`src/rtl/dmem_arbiter.sv`:
```
// ---------------------------------------------------------------------------
// dmem_arbiter
// Shares the single-ported data memory between the pipeline MEM stage and a
// DMA/debug port. Each access is issued on a req/ack memory bus. The pipeline
// is stalled until its own access completes. The core has priority, but after
// MAX_CORE_RUN consecutive core grants with DMA waiting, the DMA is served.
//
// Optional feature: define DMEM_ARB_TIMEOUT_EN to add an ack watchdog. It
// aborts a BUSY access after TIMEOUT_CYC cycles without ack and pulses
// bus_err.
//
// Ports
//   clk, rst_n           clock (rising edge), asynchronous active-low reset
//   core_re/core_we      MEM-stage load/store, held while core_stall=1
//   core_addr/core_wdata MEM-stage address and store data
//   core_rdata           load data, valid in the cycle core_stall falls
//   core_stall           combinational freeze for IF..MEM stages
//   dma_valid/we/addr/wdata  DMA request, payload held until dma_ready
//   dma_ready            1-cycle pulse, DMA request accepted
//   dma_rvalid/dma_rdata registered DMA read response
//   mem_req/we/addr/wdata  memory request, registered at grant, held to ack
//   mem_ack/mem_rdata    memory completion pulse and read data
//   bus_err              1-cycle pulse on watchdog abort (0 without watchdog)
// ---------------------------------------------------------------------------
module dmem_arbiter #(
  parameter int ADDR_W       = 32,
  parameter int DATA_W       = 32,
  parameter int MAX_CORE_RUN = 4,
  parameter int TIMEOUT_CYC  = 255
) (
  input  logic              clk,
  input  logic              rst_n,
  input  logic              core_re,
  input  logic              core_we,
  input  logic [ADDR_W-1:0] core_addr,
  input  logic [DATA_W-1:0] core_wdata,
  output logic [DATA_W-1:0] core_rdata,
  output logic              core_stall,
  input  logic              dma_valid,
  input  logic              dma_we,
  input  logic [ADDR_W-1:0] dma_addr,
  input  logic [DATA_W-1:0] dma_wdata,
  output logic              dma_ready,
  output logic              dma_rvalid,
  output logic [DATA_W-1:0] dma_rdata,
  output logic              mem_req,
  output logic              mem_we,
  output logic [ADDR_W-1:0] mem_addr,
  output logic [DATA_W-1:0] mem_wdata,
  input  logic              mem_ack,
  input  logic [DATA_W-1:0] mem_rdata,
  output logic              bus_err
);

  typedef enum logic [1:0] {IDLE, CORE_BUSY, DMA_BUSY} state_t;

  state_t     state, state_nxt;
  logic [3:0] run_cnt;
  logic       core_req;
  logic       grant_core;
  logic       grant_dma;
  logic       timeout;
  logic       done;

  // Elaboration-time range check of the configuration.
  if (MAX_CORE_RUN < 1 || MAX_CORE_RUN > 15 || TIMEOUT_CYC < 1 || TIMEOUT_CYC > 255) begin : g_param_check
    $error("dmem_arbiter: MAX_CORE_RUN must be 1..15 and TIMEOUT_CYC 1..255");
  end

  assign core_req = core_re | core_we;

  // The core wins in IDLE unless DMA has already waited out a full run of
  // core grants.
  assign grant_core = (state == IDLE) && core_req &&
                      !(dma_valid && (run_cnt == 4'(MAX_CORE_RUN)));
  assign grant_dma  = (state == IDLE) && !grant_core && dma_valid;

  // A BUSY access ends on ack, or on watchdog abort when that is built in.
  assign done = (state != IDLE) && (mem_ack || timeout);

`ifdef DMEM_ARB_TIMEOUT_EN
  logic [7:0] wd_cnt;

  // The ack wins if it arrives in the last allowed cycle.
  assign timeout = (state != IDLE) && !mem_ack && (wd_cnt == 8'(TIMEOUT_CYC - 1));

  // The watchdog counts cycles spent in BUSY and restarts every IDLE cycle.
  always_ff @(posedge clk or negedge rst_n) begin
    if (!rst_n) begin
      wd_cnt  <= 8'd0;
      bus_err <= 1'b0;
    end else begin
      bus_err <= timeout;
      if (state == IDLE) wd_cnt <= 8'd0;
      else               wd_cnt <= wd_cnt + 8'd1;
    end
  end
`else
  assign timeout = 1'b0;
  assign bus_err = 1'b0;
`endif

  // An aborted core load returns zero instead of whatever is on the bus.
  assign core_stall = core_req & ~((state == CORE_BUSY) & (mem_ack | timeout));
  assign core_rdata = timeout ? '0 : mem_rdata;

  always_ff @(posedge clk or negedge rst_n) begin
    if (!rst_n) state <= IDLE;
    else        state <= state_nxt;
  end

  always_comb begin
    state_nxt = state;
    dma_ready = 1'b0;
    case (state)
      IDLE: begin
        if (grant_core) begin
          state_nxt = CORE_BUSY;
        end else if (grant_dma) begin
          state_nxt = DMA_BUSY;
          dma_ready = 1'b1;
        end
      end
      CORE_BUSY, DMA_BUSY: begin
        if (mem_ack || timeout) state_nxt = IDLE;
      end
      default: state_nxt = IDLE;
    endcase
  end

  // The memory request is captured at grant and stays frozen until
  // completion. A DMA read response is returned one cycle after its ack.
  always_ff @(posedge clk or negedge rst_n) begin
    if (!rst_n) begin
      mem_req    <= 1'b0;
      mem_we     <= 1'b0;
      mem_addr   <= '0;
      mem_wdata  <= '0;
      dma_rvalid <= 1'b0;
      dma_rdata  <= '0;
    end else begin
      dma_rvalid <= 1'b0;
      if (grant_core) begin
        mem_req   <= 1'b1;
        mem_we    <= core_we;
        mem_addr  <= core_addr;
        mem_wdata <= core_wdata;
      end else if (grant_dma) begin
        mem_req   <= 1'b1;
        mem_we    <= dma_we;
        mem_addr  <= dma_addr;
        mem_wdata <= dma_wdata;
      end else if (done) begin
        mem_req <= 1'b0;
        mem_we  <= 1'b0;
        if ((state == DMA_BUSY) && !mem_we) begin
          dma_rvalid <= 1'b1;
          dma_rdata  <= timeout ? '0 : mem_rdata;
        end
      end
    end
  end

  // run_cnt counts consecutive core grants made while DMA is waiting.
  always_ff @(posedge clk or negedge rst_n) begin
    if (!rst_n) begin
      run_cnt <= 4'd0;
    end else if (state == IDLE) begin
      if (!dma_valid || grant_dma)
        run_cnt <= 4'd0;
      else if (grant_core && (run_cnt != 4'(MAX_CORE_RUN)))
        run_cnt <= run_cnt + 4'd1;
    end
  end

endmodule
```
`config.mk`:
```
export PLATFORM = sky130hd
export DESIGN_NAME = dmem_arbiter
export DESIGN_NICKNAME = d
export VERILOG_FILES = /design/src/rtl/dmem_arbiter.sv
export SDC_FILE = /design/constraint.sdc
export NUM_CORES = 1
export LEC_CHECK = 0
export BUFFER_PORTS_ARGS = -buffer_cell sky130_fd_sc_hd__buf_2
export CORE_MARGIN = 2
export CORE_UTILIZATION = 35
export CTS_BUF_LIST = sky130_fd_sc_hd__clkbuf_8
export DETAILED_ROUTE_END_ITERATION = 10
export GPL_TIMING_DRIVEN = 0
export PLACE_DENSITY = 0.67
export RECOVER_POWER = 100
export SETUP_SLACK_MARGIN = 0.4
export SYNTH_ARGS = -nofsm -noshare
export SYNTH_HDL_FRONTEND = slang
export SYNTH_SLANG_ARGS = --single-unit
```
`constraint.sdc`:
```
create_clock -name clk -period 4.1 [get_ports clk]
set_clock_uncertainty 0.15 [all_clocks]
set_input_delay 0.205 -clock clk [delete_from_list [all_inputs] [get_ports clk]]
set_output_delay 0.205 -clock clk [all_outputs]
set_load 0.005 [all_outputs]
```
==> impl_metrics.yaml, run 1 <==
run_status:
  status: "complete, but fails checks"
  violations: "max-capacitance violations, max-slew violations"
clocking:
  cts_htree_levels: 3
  clock_sinks: 105
  clk_pin_slew_worst_paths_ns: 0.11
  cts-root-buf: "clkbuf_8"
  cts_resized: 0
  clk_latency_ns: 0.37
  clockBufferDepth: 2
  numCtsBuffers: 9
  cts_tree: "yes"
synth:
  synth.distinct_cells: 41
  yosysSeqAreaShare_pct: 48.8
  synth_xor_area_share_pct: 0
  synth_nets: 703
  synth_top_area_share_pct: 48.8
  yosys_warnings: 0
  synth.avg_cell_area_um2: 10.1
  yosys-mux-area-fraction_pct: 6.70
  async_flop_share_pct: 100
  synth_top_cell_by_area: "dfrtp_1"
  synthCells: 531
  synth_ff_type: "dfrtp_1"
  synth-simple-area-share_pct: 6.58
  synth_area_um2: 5380
  synth_top_family_by_area: "compound AO/OA/AOI/OAI gates"
  synth-edff-count: 0
  synth_area_leaders: "dfrtp_1 49%, a41oi_1 9.6%, a21oi_1 6.3%"
  ys_ff_latch: 105
  synth_compound_area_share_pct: 25.8
  synth_adder_area_share_pct: 1.16
pwr:
  vdd_drop_max_uv: 323
  swShare_pct: 41.6
  power.switching_w: 0.00216
  p_per_area_nw_per_um2: 628
  total_power_w: 0.00519
  combPwrFrac_pct: 53.5
  p_int_w: 0.00303
  power.leakage_nw: 3.70
  clock_power_share_pct: 11.3
  pwr-share-seq_pct: 35.2
timing:
  setup_tns_ns: 0
  fmax_mhz: 320
  fin_ws_ns: 0.976
  setup_viol: 0
  slew_headroom_pct: -82.3
  hold_violations: 0
  rsz0062_at_grt: "no"
  maxSlewViolCount: 46
  period_minus_slack_ns: 3.12
  fin_crit_sh_pct: 76.2
  whs_ns: 0.0244
  worst_pin_slew_ns: 2.73
floorplan:
  die_area_um2: 16400
  pin_count: 301
  rows: 45
  coreArea_um2: 15100
  fp.dieW_um: 128
  die_h_um: 128
  start_util_pct: 35.7
global_route:
  grt_pass1_wl_um: 31200
  grt_overflow: 0
  antenna_found_initial: 0
  grt_start_max_net_pins: 61
  grt_usage_pct: 24.3
  grt_pass1_vias: 5923
finish:
  drive_gt1_share_pct: 32.1
  fin_nets: 1124
  regArea_um2: 2630
  areaGrowthSynthToFinish_pct: 53.6
  antenna_cells: 0
  num-fill-cells: 1403
  multiInputGateArea_um2: 2150
  final_core_util_pct: 54.8
  final_common_cell: "buf_2"
  layout_common_cells: "213 x buf_2, 122 x clkbuf_1, 113 x dlygate4sd3_1, 105 x dfrtp_1, 68 x a21oi_1"
setup_path:
  crit_type: "reg2reg"
  worstPathMaxFanout: 10
  cp-end-kind: "flop"
  crit_top_cell: "clkbuf_1"
  arrival_ns: 3.22
  cp.required_ns: 4.20
  ff2ff_path_depth: 8
  path_cells: "inv_1 > ha_1 > clkbuf_1 > o21ai_2 > clkbuf_1 > o21ai_0 > a21oi_1 > dlygate4sd3_1"
  critPathLaunchType: "flop"
  slowest_stage: "dlygate4sd3_1"
  crit_path_max_incr_delay_ns: 0.59
drt:
  via_per_inst: 5.24
  drtIter0Drc: 401
  ant_nets: 0
  postRouteWirelength_um: 20400
  post_drt_wl_per_cell_um: 17.9
  drt_pass1_iterations: 6
  post-route-drc-count: 0
  via_count: 5984
placement:
  dpl_worst_slack_ns: 1.72
  dp_hpwl_um: 13900
  gp_congestion: 0.816
  portBuffers: 296
min_path:
  worstHoldPathCells: 3
  min_path_type: "in2reg"
run:
  cap_violations: 1
-- final cells by class --
cell class | count | share of cell area, %
timing repair buffer | 410 | 30.6
clock buffer | 10 | 1.67
multi-input combinational | 330 | 26.0
sequential | 105 | 31.8
inverter | 7 | 0.318
clock inverter | 4 | 0.273
buffer | 89 | 6.50
tap | 188 | 2.85
-- metal layers --
layer / vias to the layer above / part of all wire [%] / GRT usage (%)
met5: - / 0.029 / 0
met4: 2 / 3.1 / 9.44
met3: 48 / 6.5 / 4.55
met2: 324 / 50 / 42.8
met1: 2848 / 40 / 29.4
li1: 2762 / - / -
-- worst paths after layout --
| check | startpoint | endpoint | slack (ns) |
|---|---|---|---|
| min in group asynchronous | rst_n | mem_addr[31]$_DFFE_PN0P_ | 1.07 |
| max | state[0]$_DFFE_PN0P_ | mem_wdata[4]$_DFFE_PN0P_ | 0.98 |
| min reg2reg | mem_req$_DFFE_PN0P_ | mem_req$_DFFE_PN0P_ | 0.34 |
| max in group asynchronous | rst_n | mem_addr[11]$_DFFE_PN0P_ | 1.14 |
| max reg2reg | state[0]$_DFFE_PN0P_ | mem_wdata[4]$_DFFE_PN0P_ | 0.98 |
| min | core_wdata[31] | mem_wdata[31]$_DFFE_PN0P_ | 0.02 |
-- critical path, delay by kind of cell, from the launching register on --
kind / cells / cell delay [ns]
buffers and inverters: 4 / 1.50
AO/OA/AOI/OAI: 3 / 0.68
flip-flops: 1 / 0.41
adder cells (fa/ha/maj): 1 / 0.25
-- timing repair --
item / CTS / global route
buffers inserted: 0 / 0
hold buffers: 113 / 0
endpoints found under the hold margin: 143 / 0
-- cell usage after synthesis, types with 2 or more instances --
cell,number
nand2_1,3
buf_2,7
dfrtp_1,105
a41oi_2,5
nor2_1,65
o21ai_1,2
mux2_2,26
mux2_1,6
o21ai_0,66
buf_1,5
a21oi_1,68
buf_6,7
a41oi_1,59
ha_1,5
inv_1,7
nand3_1,2
a311o_1,2
buf_4,43
clkbuf_1,26
-- cell families (layout without fill, tap and decap cells) --
family / count (synthesis) / after routing
flip-flops: 105 / 105
other: 1 / 1
multiplexers: 32 / 32
AO/OA/AOI/OAI: 213 / 213
buffers and inverters: 96 / 520
AND/OR/NAND/NOR: 79 / 79
adder cells (fa/ha/maj): 5 / 5
-- through the flow --
stage	instances	instance area, um2
2_1_floorplan	531	5380
3_3_place_gp	1015	7100
3_5_place_dp	1016	7130
4_1_cts	1143	8420
5_1_grt	1143	8260
6_report	1143	8260
-- power groups by stage --
| stage | clock, W | combinational [W] | sequential [W] |
|---|---|---|---|
| 2_1_floorplan | 0 | 0.00148 | 0.00186 |
| 3_3_place_gp | 0 | 0.00257 | 0.00181 |
| 3_5_place_dp | 0 | 0.00263 | 0.00182 |
| 4_1_cts | 0.000612 | 0.00286 | 0.00181 |
| 5_1_grt | 0.000646 | 0.00309 | 0.00188 |
| 6_report | 0.000587 | 0.00278 | 0.00183 |
-- registers in the layout, indices dropped and copies added, names as in the netlist --
signal / count
dma_rdata: 32
mem_req: 1
mem_wdata: 32
run_cnt: 4
mem_addr: 32
state: 2
dma_rvalid: 1
mem_we: 1
Note: power is estimated with default switching activity, not from simulation.
==> inputs of run 2 (changes only) <==
Clock period 4.1 ns to 3 ns, I/O delays scaled along.
==> run 2 against run 1 <==
  * The flow now finishes without violations
  * Sequential share of layout area decreased by 1.9 points
  * Highest routed layer is now met4
  * First-iteration DRC count shrank 1.0%
  * Combinational power up 33%
==> impl_metrics.yaml, run 2 (synthesis results as in run 1) <==
finish:
  layoutNonFillerInstCount: 1200
  num-fill-cells: 1316
  layout_common_cells: "205 x buf_2, 164 x dlygate4sd3_1, 126 x clkbuf_1, 105 x dfrtp_1, 68 x a21oi_1"
  reg_top3: "dma_rdata x32, mem_addr x32, mem_wdata x32"
  fin_nets: 1178
  drive_gt1_share_pct: 30.3
  regArea_um2: 2630
  areaGrowthSynthToFinish_pct: 63.3
  multiInputGateArea_um2: 2150
  final_common_cell: "buf_2"
placement:
  dp_hpwl_um: 13900
  portBuffers: 296
  place_inst: 1016
  gp_congestion: 0.816
drt:
  drt_pass1_iterations: 7
  post-route-drc-count: 0
  via_per_inst: 5.27
  ant_nets: 0
  postRouteWirelength_um: 22400
  drtIter0Drc: 397
  post_drt_wl_per_cell_um: 18.7
  via_count: 6327
setup_path:
  worstPathMaxFanout: 10
  cp.required_ns: 3.10
  arrival_ns: 2.65
  crit_type: "reg2reg"
  cp-end-kind: "flop"
  critPathLaunchType: "flop"
clocking:
  clk_latency_ns: 0.37
  clock_sinks: 105
  cts_htree_levels: 3
  cts-root-buf: "clkbuf_8"
  clockBufferDepth: 2
  clk_pin_slew_worst_paths_ns: 0.10
  numCtsBuffers: 9
  cts_tree: "yes"
timing:
  slew_headroom_pct: 19.0
  setup_tns_ns: 0
  rsz0062_at_grt: "no"
  worst_pin_slew_ns: 1.21
  fmax_mhz: 392
  maxSlewViolCount: 0
  fin_crit_sh_pct: 85.0
  setup_viol: 0
  hold_violations: 0
  period_minus_slack_ns: 2.55
global_route:
  grt_pass1_vias: 6639
  grt_start_max_net_pins: 61
  grt_overflow: 0
  grt_pass1_wl_um: 34600
  antenna_found_initial: 0
  grt_usage_pct: 26.9
floorplan:
  start_util_pct: 35.7
  die_h_um: 128
  fp.dieW_um: 128
  die_area_um2: 16400
  coreArea_um2: 15100
  pin_count: 301
  rows: 45
pwr:
  vdd_drop_max_uv: 424
  power.leakage_nw: 3.91
  p_per_area_nw_per_um2: 797
min_path:
  min_path_type: "in2reg"
run:
  cap_violations: 0
run_status:
  status: "finished, final reports clean"
-- run 2: cell types whose count changed in the layout (fill, tap and decap cells not counted), moves of 3 or more --
| cell | delta |
|---|---|
| buf_2 | -8 |
| buf_4 | +6 |
| clkbuf_1 | +4 |
| diode_2 | +3 |
| dlygate4sd3_1 | +51 |
-- run 2: critical path: stages, from the launching register on --
cell,delay [ns]
dfrtp_1,0.39
inv_1,0.09
ha_1,0.27
nand2b_1,0.20
nor3b_1,0.66
buf_4,0.32
mux2_2,0.36
-- run 2: layout make-up --
type                    count  share of cell area (%)
diodes                      3                  0.0854
plain buffers              89                    6.26
clock buffers              10                    1.57
clock inverters             4                   0.256
inverters                   7                   0.299
multi-input cells         330                    24.4
flip-flops and latches    105                    29.9
well taps                 188                    2.68
repair buffers            464                    34.5
-- run 2: timing repair --
action                                  4_1_cts  5_1_grt
buffers inserted                              1        2
hold buffers                                164        0
endpoints found under the hold margin       146        0
cloned                                        0        0
pin swaps                                     1        1
resized for setup                             0        2
endpoints found under the setup margin        1        1
-- run 2: report_power, final --
group	internal, W	switching, W	leakage [nW]
clock	0.000313	0.000494	0.0892
sequential	0.00212	0.000392	1.25
combinational	0.00156	0.00213	2.57
-- run 2: path summary, 6_finish.rpt --
path / endpoint / slack [ns] / cells after the start / from
min reg2reg: mem_req$_DFFE_PN0P_ / 0.34 / 2 / mem_req$_DFFE_PN0P_
min in group asynchronous: mem_wdata[31]$_DFFE_PN0P_ / 0.40 / 2 / rst_n
min: mem_addr[5]$_DFFE_PN0P_ / 0.02 / 3 / core_addr[5]
max: dma_rdata[26]$_DFFE_PN0P_ / 0.45 / 6 / state[0]$_DFFE_PN0P_
max reg2reg: dma_rdata[26]$_DFFE_PN0P_ / 0.45 / 6 / state[0]$_DFFE_PN0P_
max in group asynchronous: mem_addr[8]$_DFFE_PN0P_ / 0.72 / 3 / rst_n
-- run 2: per-stage QoR --
stage | hold slack [ns] | cell area [um2] | power (W) | utilization, % | setup slack, ns
floorplan | -0.296 | 5380 | 0.00457 | - | 1.10
global placement | 0.237 | 7100 | 0.00599 | 47.0 | 0.313
detailed placement | 0.0633 | 7130 | 0.00608 | 47.2 | 0.676
CTS | 0.00303 | 8940 | 0.00707 | 59.2 | 0.466
global route | 0.0470 | 8780 | 0.00756 | 58.2 | 0.247
finish | 0.0177 | 8790 | 0.00701 | 58.2 | 0.450
-- run 2: per-layer routing --
metal / share of wire [%] / track usage, %
met3: 7.0 / 5.47
met4: 4.6 / 14.4
met2: 50 / 47.4
met1: 38 / 30.8
met5: 0 / 0
==> inputs of run 3 (changes only) <==
Settings changed: CELL_PAD_IN_SITES_DETAIL_PLACEMENT set to 1, CELL_PAD_IN_SITES_GLOBAL_PLACEMENT set to 2, CORE_UTILIZATION 35 to 26, PLACE_DENSITY 0.67 to 0.84.
==> run 3 against run 2 <==
  * The flow now finishes with violations (max-capacitance violations, max-slew violations)
  * Flip-flop and latch count unchanged
  * Design area is 1.5% higher
  * Combinational power rose by 2%
  * Critical path type unchanged
  * Critical path depth unchanged
  * Wire length rose by 12%
  * Register-to-register slack got worse by 0.07 ns
  * Clock power rose by 16%
  * Maximum frequency is 2.5% lower
==> impl_metrics.yaml, run 3 (synthesis results as in run 1) <==
setup_path:
  cp.required_ns: 3.12
  worstPathMaxFanout: 10
  crit_type: "reg2reg"
  crit_path_max_incr_delay_ns: 0.69
  critPathLaunchType: "flop"
  ff2ff_path_depth: 6
  slowest_stage: "nor3b_1"
  r2r_setup_slack_ns: 0.38
  path_cells: "inv_1 > ha_1 > nand2b_4 > nor3b_1 > buf_4 > mux2_1"
  arrival_ns: 2.73
  cp-end-kind: "flop"
pwr:
  combPwrFrac_pct: 52.2
  p_int_w: 0.00408
  clock_power_share_pct: 12.9
  power.leakage_nw: 3.90
  vdd_drop_max_uv: 306
  pwr-share-seq_pct: 34.9
  p_per_area_nw_per_um2: 812
  swShare_pct: 43.7
  power.switching_w: 0.00316
floorplan:
  die_area_um2: 21900
  die_h_um: 148
  rows: 52
  coreArea_um2: 20300
  fp.dieW_um: 148
  pin_count: 301
  start_util_pct: 26.5
drt:
  met3_length_um: 1460
  post-route-drc-count: 0
  drt_pass1_iterations: 5
  dr.max_layer_used: "met4"
  wl_met1_um: 10200
  wl_met2_um: 13000
  postRouteWirelength_um: 25200
  drtIter0Drc: 184
  via_count: 6232
  post_drt_wl_per_cell_um: 19.7
  ant_nets: 0
  via_per_inst: 4.87
clocking:
  numCtsBuffers: 9
  clockBufferDepth: 2
  cts_tree: "yes"
  cts_htree_levels: 3
  clk_pin_slew_worst_paths_ns: 0.12
  cts-root-buf: "clkbuf_8"
  clock_sinks: 105
  cts_resized: 0
  clk_latency_ns: 0.39
finish:
  drive_gt1_share_pct: 29.2
  final_core_util_pct: 43.9
  final_common_cell: "buf_2"
  reg_top3: "dma_rdata x32, mem_addr x32, mem_wdata x32"
  multiInputGateArea_um2: 2150
  regArea_um2: 2630
  final_area_um2: 8920
  areaGrowthSynthToFinish_pct: 65.7
  layout_common_cells: "193 x buf_2, 164 x dlygate4sd3_1, 138 x clkbuf_1, 105 x dfrtp_1, 68 x a21oi_1"
  fin_nets: 1176
  num-fill-cells: 2454
min_path:
  min_path_type: "in2reg"
  worstHoldPathCells: 3
placement:
  dpl_worst_slack_ns: 0.682
  gp_congestion: 0.810
  placed_area_um2: 7230
  dp_hpwl_um: 16200
  portBuffers: 296
run:
  cap_violations: 1
timing:
  fin_ws_ns: 0.383
  maxSlewViolCount: 28
  slew_headroom_pct: -19.9
  hold_violations: 0
  setup_tns_ns: 0
  fin_crit_sh_pct: 87.2
  fmax_mhz: 382
  rsz0062_at_grt: "no"
  worst_pin_slew_ns: 1.80
  setup_viol: 0
  period_minus_slack_ns: 2.62
  whs_ns: 0.000460
run_status:
  violations: "max-capacitance violations, max-slew violations"
  status: "complete, but fails checks"
global_route:
  grt_pass1_vias: 6858
  grt_usage_pct: 22.7
  grt_overflow: 0
  antenna_found_initial: 1
  grt_start_max_net_pins: 79
  grt_pass1_wl_um: 38700
run 3: changes by cell type in the layout (fill, tap and decap cells not counted), sizes merged:
cell	before	now
clkbuf	148	150
diode	3	1
bufinv	0	1
inv	8	10
buf	251	246
run 3: final cells by class:
cell class	count	share of cell area, %
inverters	7	0.295
well taps	270	3.79
repair buffers	462	33.9
plain buffers	89	6.20
flip-flops and latches	105	29.5
clock inverters	7	0.786
multi-input cells	330	24.2
clock buffers	9	1.39
diodes	1	0.0281
run 3: per-stage QoR:
| step | std cells | total power, W |
|---|---|---|
| after floorplan | 531 | 0.00457 |
| after global placement | 1097 | 0.00610 |
| after detailed placement | 1098 | 0.00621 |
| after CTS | 1279 | 0.00734 |
| after global routing | 1280 | 0.00785 |
| final | 1280 | 0.00724 |
run 3: worst paths after layout:
path | start | end
setup / recovery | state[0]$_DFFE_PN0P_ | dma_rdata[16]$_DFFE_PN0P_
hold / removal | core_addr[23] | mem_addr[23]$_DFFE_PN0P_
setup reg to reg | state[0]$_DFFE_PN0P_ | dma_rdata[16]$_DFFE_PN0P_
hold reg to reg | mem_req$_DFFE_PN0P_ | mem_req$_DFFE_PN0P_
max in group asynchronous | rst_n | run_cnt[1]$_DFFE_PN0P_
min in group asynchronous | rst_n | mem_wdata[5]$_DFFE_PN0P_
run 3: power by group through the flow:
stage | clock [W] | sequential, W | combinational [W]
2_1_floorplan | 0 | 0.00255 | 0.00203
5_1_grt | 0.00102 | 0.00262 | 0.00421
6_report | 0.000934 | 0.00253 | 0.00378
4_1_cts | 0.000982 | 0.00248 | 0.00387
3_5_place_dp | 0 | 0.00251 | 0.00370
3_3_place_gp | 0 | 0.00248 | 0.00362
run 3: layer usage:
| layer | vias up | track usage (%) |
|---|---|---|
| li1 | 2863 | - |
| met1 | 3069 | 26.5 |
| met2 | 258 | 41.9 |
| met3 | 42 | 4.57 |
| met4 | 0 | 6.43 |
| met5 | - | 0 |
run 3: what timing repair did:
| item | in CTS | in global routing |
|---|---|---|
| hold buffers | 164 | 0 |
| hold endpoints to repair | 206 | 0 |
| setup buffers | 1 | 0 |
| endpoints found under the setup margin | 1 | 0 |
run 3: worst max-delay path, delay by kind of cell (launching register included):
family | cells | cell delay, ns
adder cells (fa/ha/maj) | 1 | 0.27
multiplexers | 1 | 0.37
flip-flops | 1 | 0.40
AND/OR/NAND/NOR | 2 | 0.88
buffers and inverters | 2 | 0.42
